$ cat config.mk
export PLATFORM = sky130hd
export DESIGN_NAME = morse_digit_decoder_flat
export DESIGN_NICKNAME = d
export VERILOG_FILES = /design/src/rtl/morse_digit_decoder_if.sv /design/src/rtl/morse_digit_decoder.sv /design/src/flat_wrapper.sv
export SDC_FILE = /design/constraint.sdc
export NUM_CORES = 1
export LEC_CHECK = 0
export ABC_AREA = 1
export CAP_MARGIN = 15
export CORE_MARGIN = 5
export CORE_UTILIZATION = 51
export DETAILED_ROUTE_END_ITERATION = 8
export GPL_TIMING_DRIVEN = 0
export PLACE_DENSITY = 0.68
export SKIP_LAST_GASP = 1
export SYNTH_ARGS = -nofsm -noshare
export SYNTH_HDL_FRONTEND = slang
export SYNTH_SLANG_ARGS = --single-unit
$ cat constraint.sdc
create_clock -name clk -period 2.45 [get_ports clk]
set_clock_uncertainty 0.1 [all_clocks]
set_input_delay 0.6125 -clock clk [delete_from_list [all_inputs] [get_ports clk]]
set_output_delay 0.6125 -clock clk [all_outputs]
set_load 0.005 [all_outputs]
$ cat src/rtl/morse_digit_decoder_if.sv
// Signal bundle between the Morse line source and the digit decoder.
// Defining MORSE_DEC_ERR_COUNT_EN adds the err_count output.
interface morse_digit_decoder_if;
  logic       morse_in;
  logic [3:0] digit_out;
  logic       digit_valid;
  logic       code_err;
  logic       busy;
`ifdef MORSE_DEC_ERR_COUNT_EN
  logic [7:0] err_count;
`endif

  modport master (
    output morse_in,
    input  digit_out, digit_valid, code_err, busy
`ifdef MORSE_DEC_ERR_COUNT_EN
    , input err_count
`endif
  );

  modport slave (
    input  morse_in,
    output digit_out, digit_valid, code_err, busy
`ifdef MORSE_DEC_ERR_COUNT_EN
    , output err_count
`endif
  );
endinterface

$ cat src/rtl/morse_digit_decoder.sv
// Recovers a 0-9 digit from a 5-symbol Morse mark/space waveform.
// Defining MORSE_DEC_ERR_COUNT_EN adds a saturating 8-bit error counter output.
module morse_digit_decoder #(
  parameter int unsigned CLK_HZ      = 100_000_000,
  parameter int unsigned DOT_LEN     = CLK_HZ,
  parameter int unsigned SYMBOL_GAP  = CLK_HZ / 2,
  parameter int unsigned DOT_MIN     = DOT_LEN / 2,
  parameter int unsigned DASH_THRESH = 2 * DOT_LEN,
  parameter int unsigned DASH_MAX    = 4 * DOT_LEN,
  parameter int unsigned GAP_TIMEOUT = 4 * SYMBOL_GAP
) (
  input logic                  clk,
  input logic                  rst_n,
  morse_digit_decoder_if.slave bus
);

  localparam logic [31:0] DOT_MIN_C  = 32'(DOT_MIN);
  localparam logic [31:0] DASH_THR_C = 32'(DASH_THRESH);
  localparam logic [31:0] DASH_MAX_C = 32'(DASH_MAX);
  localparam logic [31:0] MARK_SAT_C = 32'(DASH_MAX) + 32'd1;
  localparam logic [31:0] GAP_TO_C   = 32'(GAP_TIMEOUT);

  typedef enum logic [2:0] {
    IDLE,
    MARK,
    SPACE,
    EMIT,
    ERR,
    DRAIN
  } state_t;

  state_t      state_q, state_d;
  logic [2:0]  sync_q, sync_d;
  logic [1:0]  settle_q, settle_d;
  logic        armed_q, armed_d;
  logic [31:0] cnt_q, cnt_d;
  logic [4:0]  shreg_q, shreg_d;
  logic [2:0]  sym_cnt_q, sym_cnt_d;
  logic [3:0]  digit_q, digit_d;
  logic        digit_valid_q, digit_valid_d;
  logic        code_err_q, code_err_d;

  logic        line;
  logic        rise;
  logic        fall;
  logic        mark_ok;
  logic        dec_hit;
  logic [3:0]  dec_digit;

  assign line    = sync_q[1];
  assign rise    = sync_q[1] & ~sync_q[2];
  assign fall    = ~sync_q[1] & sync_q[2];
  assign mark_ok = (cnt_q >= DOT_MIN_C) && (cnt_q <= DASH_MAX_C);

  // A line already high at reset release must not count as a rise, so rises
  // are only honoured once the settled synchronizer has seen the line low.
  always_comb begin
    sync_d   = {sync_q[1:0], bus.morse_in};
    settle_d = (settle_q == 2'd3) ? settle_q : settle_q + 2'd1;
    armed_d  = armed_q | ((settle_q == 2'd3) && !line);
  end

  always_comb begin
    dec_hit   = 1'b1;
    dec_digit = 4'd0;
    case (shreg_q)
      5'b11111: dec_digit = 4'd0;
      5'b01111: dec_digit = 4'd1;
      5'b00111: dec_digit = 4'd2;
      5'b00011: dec_digit = 4'd3;
      5'b00001: dec_digit = 4'd4;
      5'b00000: dec_digit = 4'd5;
      5'b10000: dec_digit = 4'd6;
      5'b11000: dec_digit = 4'd7;
      5'b11100: dec_digit = 4'd8;
      5'b11110: dec_digit = 4'd9;
      default:  dec_hit   = 1'b0;
    endcase
  end

  always_comb begin
    state_d       = state_q;
    cnt_d         = cnt_q;
    shreg_d       = shreg_q;
    sym_cnt_d     = sym_cnt_q;
    digit_d       = digit_q;
    digit_valid_d = 1'b0;
    code_err_d    = 1'b0;

    case (state_q)
      IDLE: begin
        if (rise && armed_q) begin
          state_d   = MARK;
          cnt_d     = 32'd1;
          shreg_d   = 5'd0;
          sym_cnt_d = 3'd0;
        end
      end
      MARK: begin
        if (fall) begin
          if (!mark_ok) begin
            state_d = ERR;
          end else begin
            shreg_d   = {shreg_q[3:0], (cnt_q >= DASH_THR_C)};
            sym_cnt_d = sym_cnt_q + 3'd1;
            if (sym_cnt_q == 3'd4) begin
              state_d = EMIT;
            end else begin
              state_d = SPACE;
              cnt_d   = 32'd1;
            end
          end
        end else if (cnt_q < MARK_SAT_C) begin
          cnt_d = cnt_q + 32'd1;
        end
      end
      SPACE: begin
        if (rise) begin
          state_d = MARK;
          cnt_d   = 32'd1;
        end else if (cnt_q == GAP_TO_C) begin
          state_d = ERR;
        end else begin
          cnt_d = cnt_q + 32'd1;
        end
      end
      EMIT: begin
        if (dec_hit) begin
          digit_d       = dec_digit;
          digit_valid_d = 1'b1;
        end else begin
          code_err_d = 1'b1;
        end
        state_d = IDLE;
      end
      ERR: begin
        code_err_d = 1'b1;
        state_d    = DRAIN;
        cnt_d      = 32'd0;
      end
      DRAIN: begin
        // Any mark restarts the quiet period so we only rejoin between digits.
        if (line) begin
          cnt_d = 32'd0;
        end else if (cnt_q == GAP_TO_C) begin
          state_d = IDLE;
        end else begin
          cnt_d = cnt_q + 32'd1;
        end
      end
      default: state_d = IDLE;
    endcase
  end

  always_ff @(posedge clk or negedge rst_n) begin
    if (!rst_n) begin
      state_q       <= IDLE;
      sync_q        <= 3'd0;
      settle_q      <= 2'd0;
      armed_q       <= 1'b0;
      cnt_q         <= 32'd0;
      shreg_q       <= 5'd0;
      sym_cnt_q     <= 3'd0;
      digit_q       <= 4'd0;
      digit_valid_q <= 1'b0;
      code_err_q    <= 1'b0;
    end else begin
      state_q       <= state_d;
      sync_q        <= sync_d;
      settle_q      <= settle_d;
      armed_q       <= armed_d;
      cnt_q         <= cnt_d;
      shreg_q       <= shreg_d;
      sym_cnt_q     <= sym_cnt_d;
      digit_q       <= digit_d;
      digit_valid_q <= digit_valid_d;
      code_err_q    <= code_err_d;
    end
  end

  assign bus.digit_out   = digit_q;
  assign bus.digit_valid = digit_valid_q;
  assign bus.code_err    = code_err_q;
  assign bus.busy        = (state_q != IDLE);

`ifdef MORSE_DEC_ERR_COUNT_EN
  logic [7:0] err_count_q, err_count_d;

  always_comb begin
    err_count_d = err_count_q;
    if (code_err_d && (err_count_q != 8'd255)) begin
      err_count_d = err_count_q + 8'd1;
    end
  end

  always_ff @(posedge clk or negedge rst_n) begin
    if (!rst_n) begin
      err_count_q <= 8'd0;
    end else begin
      err_count_q <= err_count_d;
    end
  end

  assign bus.err_count = err_count_q;
`endif

endmodule

$ cat src/flat_wrapper.sv
// flat-port wrapper written by rule: the top's interface ports become plain ports
module morse_digit_decoder_flat 
#(
  parameter int unsigned CLK_HZ      = 100_000_000,
  parameter int unsigned DOT_LEN     = CLK_HZ,
  parameter int unsigned SYMBOL_GAP  = CLK_HZ / 2,
  parameter int unsigned DOT_MIN     = DOT_LEN / 2,
  parameter int unsigned DASH_THRESH = 2 * DOT_LEN,
  parameter int unsigned DASH_MAX    = 4 * DOT_LEN,
  parameter int unsigned GAP_TIMEOUT = 4 * SYMBOL_GAP
)
  (clk, rst_n, bus_morse_in, bus_digit_out, bus_digit_valid, bus_code_err, bus_busy);
  morse_digit_decoder_if bus_i ();
  input logic clk;
  input logic rst_n;
  input wire logic [$bits(bus_i.morse_in)-1:0] bus_morse_in;
  output wire logic [$bits(bus_i.digit_out)-1:0] bus_digit_out;
  output wire logic [$bits(bus_i.digit_valid)-1:0] bus_digit_valid;
  output wire logic [$bits(bus_i.code_err)-1:0] bus_code_err;
  output wire logic [$bits(bus_i.busy)-1:0] bus_busy;
  assign bus_i.morse_in = bus_morse_in;
  assign bus_digit_out = bus_i.digit_out;
  assign bus_digit_valid = bus_i.digit_valid;
  assign bus_code_err = bus_i.code_err;
  assign bus_busy = bus_i.busy;
  morse_digit_decoder #(.CLK_HZ(CLK_HZ), .DOT_LEN(DOT_LEN), .SYMBOL_GAP(SYMBOL_GAP), .DOT_MIN(DOT_MIN), .DASH_THRESH(DASH_THRESH), .DASH_MAX(DASH_MAX), .GAP_TIMEOUT(GAP_TIMEOUT)) u_core (.clk(clk), .rst_n(rst_n), .bus(bus_i));
endmodule
Yosys cells after proc, flatten, opt, wreduce, memory -nomap -nowiden
Cells that the tools add are included.
- flip-flop bits (word level): 55
- input port bits: 3
- output and inout port bits: 7
- $add $sub $neg: 3
- magnitude comparators: 4
- equal/unequal tests: 26
- mux-type cells: 32
- bitwise operators: 5
- reduce and logical (&&, ||, !) cells: 14
- operators by type and width (kind ; count):
    2-to-1 mux 32 bit ; 8
    case mux 32 bit (5 select lines) ; 1
    case mux 4 bit (9 select lines) ; 1
    adder 32 x 1 -> 32 bit (second input constant) ; 1
    equality test 32 x 28 -> 1 bit (second input constant) ; 1
    >= comparator 32 x 26 -> 1 bit (second input constant) ; 1
    >= comparator 32 x 28 -> 1 bit (second input constant) ; 1
    <= comparator 32 x 29 -> 1 bit (second input constant) ; 1
    < comparator 32 x 29 -> 1 bit (second input constant) ; 1
    2-to-1 mux 3 bit ; 10
    equality test 5 bit (second input constant) ; 5
    2-to-1 mux 5 bit ; 3
    case mux 3 bit (5 select lines) ; 1
    case mux 5 bit (2 select lines) ; 1
    AND reduction 5 bit ; 2
    OR reduction 10 bit ; 1
    equality test 3 bit (second input constant) ; 3
    != test 2 x 1 -> 1 bit (second input constant) ; 4
    equality test 3 x 2 -> 1 bit (second input constant) ; 2
    != test 3 x 1 -> 1 bit (second input constant) ; 2
    != test 3 bit (second input constant) ; 2
    case mux 3 bit (2 select lines) ; 1
    equality test 5 x 1 -> 1 bit (second input constant) ; 1
    equality test 5 x 2 -> 1 bit (second input constant) ; 1
    21 further kinds ; 29

Depth between registers and ports, before layout
- word-level depth: 5
- gate-level depth with buffers: 15
- depth with buffers taken out: 13

Worst setup path before layout
No wires, ideal clock.
- kind: register to register
- start: reg u_core.cnt_q[0]
- end: reg u_core.cnt_q[24]
- arrival: 1552 ps
- required time: 2233 ps
- setup slack: 681 ps
- stages on the path, launching flop included: 11
- buffers on the path: 0
- period minus slack after synthesis: 1769 ps
- cells stage by stage: dfrtp_1 -> ha_1 -> nand2_1 -> nor2_1 -> nand2_1 -> nor2_2 -> nand2_1 -> o211ai_1 -> nand2_1 -> nand3_1 -> nand2_1
- cells in the longest elaborated chain, start to end: 4
- elaborated cells between the ends (all ways): 15
- those cells by class: 1 x add/sub; 3 x order compare; 3 x eq/ne; 6 x mux; 2 x reduce/logical
- RTL lines (element ; line ; text):
    start, declared ; morse_digit_decoder.sv:36 ; logic [31:0] cnt_q, cnt_d;
    start signal, assigned ; morse_digit_decoder.sv:172 ; cnt_q <= cnt_d;
    adder 32 x 1 -> 32 bit, or another cell as far along ; morse_digit_decoder.sv:114, morse_digit_decoder.sv:124, morse_digit_decoder.sv:148 ;
    2-to-1 mux 32 bit, or another cell as far along ; morse_digit_decoder.sv:121, morse_digit_decoder.sv:145 ;
    2-to-1 mux 32 bit, or another cell as far along ; morse_digit_decoder.sv:143 ; if (line) begin
    case mux 32 bit (5 select lines) / AND reduction 5 bit (equally long branches) ; - ;
Parallel ways exist; a longest one is shown, timed or not. The select of a mux whose other input is x is not followed.
A chain may end at the register's enable or synchronous reset.

Worst setup path after layout
- start: reg u_core.state_q[0]
- end: reg u_core.cnt_q[2]
- cells in the longest elaborated chain, start to end: 3
- elaborated cells between the ends (all ways): 12
- those cells by class: 8 x eq/ne; 1 x mux; 3 x reduce/logical
- RTL lines (element ; line ; text):
    start, declared ; morse_digit_decoder.sv:32 ; state_t state_q, state_d;
    start signal, assigned ; morse_digit_decoder.sv:168 ; state_q <= state_d;
    equality test 3 x 1 -> 1 bit, or another cell as far along ; morse_digit_decoder.sv:90 ; case (state_q)
    != test 3 bit (no source line), or another cell as far along ; - ;
    AND reduction 5 bit (no source line) ; - ;
Parallel ways exist; a longest one is shown, timed or not.

==> impl_metrics.ini <==
[finish]
syn2layout_area_growth_pct = 8.12
drive_gt1_frac = 0.0876
fill_cells = 827
antennaDiodeCount = 0
nets = 669
fin_cells = 767
final_cell_area_um2 = 4530

[clocking]
cts.sinks = 55
cts_tree = built
cts.clk_slew.worst_paths_ns = 0.11
root_buffer = clkbuf_8
clk_latency_ns = 0.32
clockBufferDepth = 2
hold_buffers = 0
cts-htree-levels = 2
numCtsBuffers = 5

[routing]
vias = 4271
firstDrtPassIters = 5
drcViolationCount = 0
drtIter0Drc = 314
drtAntennaViolNets = 0
routed_via_density = 5.57
wire_per_inst_um = 16.0
drt-total-wl_um = 12300

[synthesis]
syn_area_um2 = 4190
async_flop_share = 1.00
ys_warn_count = 0
syn_nets = 652
synth-edff-count = 0
synth_area_per_cell_um2 = 6.51
synth-compound-area-share = 0.0615
yosysSeqAreaShare = 0.328
netlist_top_cells_count = 206 x nand2_1, 82 x nor2_1, 76 x nand3_1, 68 x inv_1, 55 x dfrtp_1
netlist_instances = 644
synth_fa_ha_area_frac = 0.0149
synthFlopType = dfrtp_1
yosys.area.top_type_share = 0.328
synth_simple_gate_area_frac = 0.461
synth_xor_area_frac = 0.0292
synth_most_common_cell = nand2_1
synth_top_area_cell = dfrtp_1
synth_mux_area_frac = 0.00269
synth_top_family_by_area = simple AND/OR/NAND/NOR gates
synthDistinctLibCells = 37
synth_area_leaders = dfrtp_1 33%, nand2_1 18%, nand3_1 9.1%
synth.ff_latch_count = 55

[flow_run]
max_cap_viol_count = 0

[critical_path]
critPathCaptureType = register
worst-path-max-fanout = 9
worstPathArrival_ns = 2.49
required_ns = 2.61
start_kind = register
slowest_stage = dfrtp_1
worst-setup-path-type = register to register
max_stage_delay_ns = 0.47
crit_chain = inv_2, nand3_1, nor2_1, nor2_2, nand2_2, nand2_1, nor3_1, nand3_1, nand2_1

[timing]
rsz0062_at_grt = true
slew_headroom = 0.554
tightest_slew_ns = 0.669
fmax_mhz = 430
drv_slew = 0
finalCritPeriodShare = 0.950
layout_setup_ws_ns = 0.123
setup_viol = 0
finalSetupTns_ns = 0
period_needed_ns = 2.33
hold_viol_final = 0

[floorplan]
die_w_um = 101
io_pins = 10
core_um2 = 8090
die-area_um2 = 10100
initial_core_util = 0.518
die_y_um = 101
rows = 33

[power]
power_uw = 2970
cellLeakagePower_uw = 0.00218
power_density_nw_per_um2 = 654
ir_drop_v = 0.000626

[placed_design]
dp_hpwl_um = 9500
place_inst = 759
placed_cell_area_um2 = 4430
io_buffers = 9
gp_congestion = 0.981
dpl_worst_slack_ns = 0.254

[outcome]
status = finished, final reports clean

[global_route]
grt_pass1_wl_um = 20700
gr-total-overflow = 0
grt_max_degree = 30
antenna_found_initial = 0
grt_pass1_vias = 4170
grt_use_total = 0.258

[min_path]
hold_class = primary input to async pin
per-layer routing:
metal	vias to the layer above	part of all wire	routed length, um	global-route usage
met5	-	0	0	0
met4	0	0.042	518	0.115
met3	36	0.059	728	0.0401
met2	145	0.45	5580	0.415
met1	1977	0.44	5450	0.343
li1	2113	-	-	-
metrics by stage:
step | util | hold WS, ns
floorplan | - | 0.217
global placement | 0.545 | 0.234
detailed placement | 0.547 | 0.239
CTS | 0.559 | 0.230
global route | 0.560 | 0.252
finish | 0.560 | 0.211
cells in the final DEF (no fill, tap or decap), drive strengths merged, types with 2 or more instances in the layout:
cell and n:
clkinv 2, nor2 92, nand2 215, o211ai 7, o21ai 16, xor2 12
a21oi 11, clkdlybuf4s50 8, xnor2 2, buf 21, nand4 29, clkbuf 6
nand3b 2, ha 5, nand3 77, a31oi 7, nor3 15, inv 74
dfrtp 55
state kept, by name, summed over array words and instances (netlist names), 2 cells and up:
register	flops
u_core.bus.digit_out	4
u_core.cnt_q	32
u_core.settle_q	2
u_core.shreg_q	5
u_core.state_q	3
u_core.sym_cnt_q	3
u_core.sync_q	3
worst max-delay path, delay by kind of cell, from the launching register on:
family	cells	cell delay [ns]
simple gates	8	1.55
buf+inv	1	0.15
flops	1	0.47
final timing paths:
kind                                   startpoint  slack (ns)  cells past startpoint                 to
worst max-delay path            u_core.state_q[0]        0.12                      9    u_core.cnt_q[2]
worst min-delay path                        rst_n        0.21                      1   u_core.cnt_q[12]
worst max register to register  u_core.state_q[0]        0.12                      9    u_core.cnt_q[2]
worst min register to register   u_core.sync_q[0]        0.26                      0   u_core.sync_q[1]
max in group asynchronous                   rst_n        1.45                      2  u_core.shreg_q[3]
min in group clk                 u_core.sync_q[0]        0.26                      0   u_core.sync_q[1]
final cells by class:
class,count,area [um2],share of cell area
inverters,73,274,0.0604
multi-input cells,496,2400,0.529
repair buffers,10,105,0.0232
clock inverters,3,22.5,0.00497
clock buffers,5,68.8,0.0152
flip-flops and latches,55,1380,0.304
well taps,105,131,0.0290
plain buffers,20,155,0.0342
power by group:
part / total, uW / leakage, uW / internal (uW) / switching, uW
Sequential: 1020 / 0.000739 / 956 / 61.5
Combinational: 1400 / 0.00140 / 451 / 946
Clock: 551 / 0.0000489 / 208 / 343
Total: 2970 / 0.00218 / 1620 / 1350
kinds of logic (layout without fill, tap and decap cells):
logic type	after synthesis	in the layout
flip-flops	55	55
AO/OA/AOI/OAI	44	44
buffers and inverters	93	111
adder cells (fa/ha/maj)	5	5
AND/OR/NAND/NOR	432	432
XOR/XNOR	14	14
multiplexers	1	1
timing repair:
item	4_1_cts	5_1_grt
setup endpoints to repair	1	2
cloned	0	0
resized for setup	1	3
buffers inserted	0	0
Power figures use the tool's default switching activity.
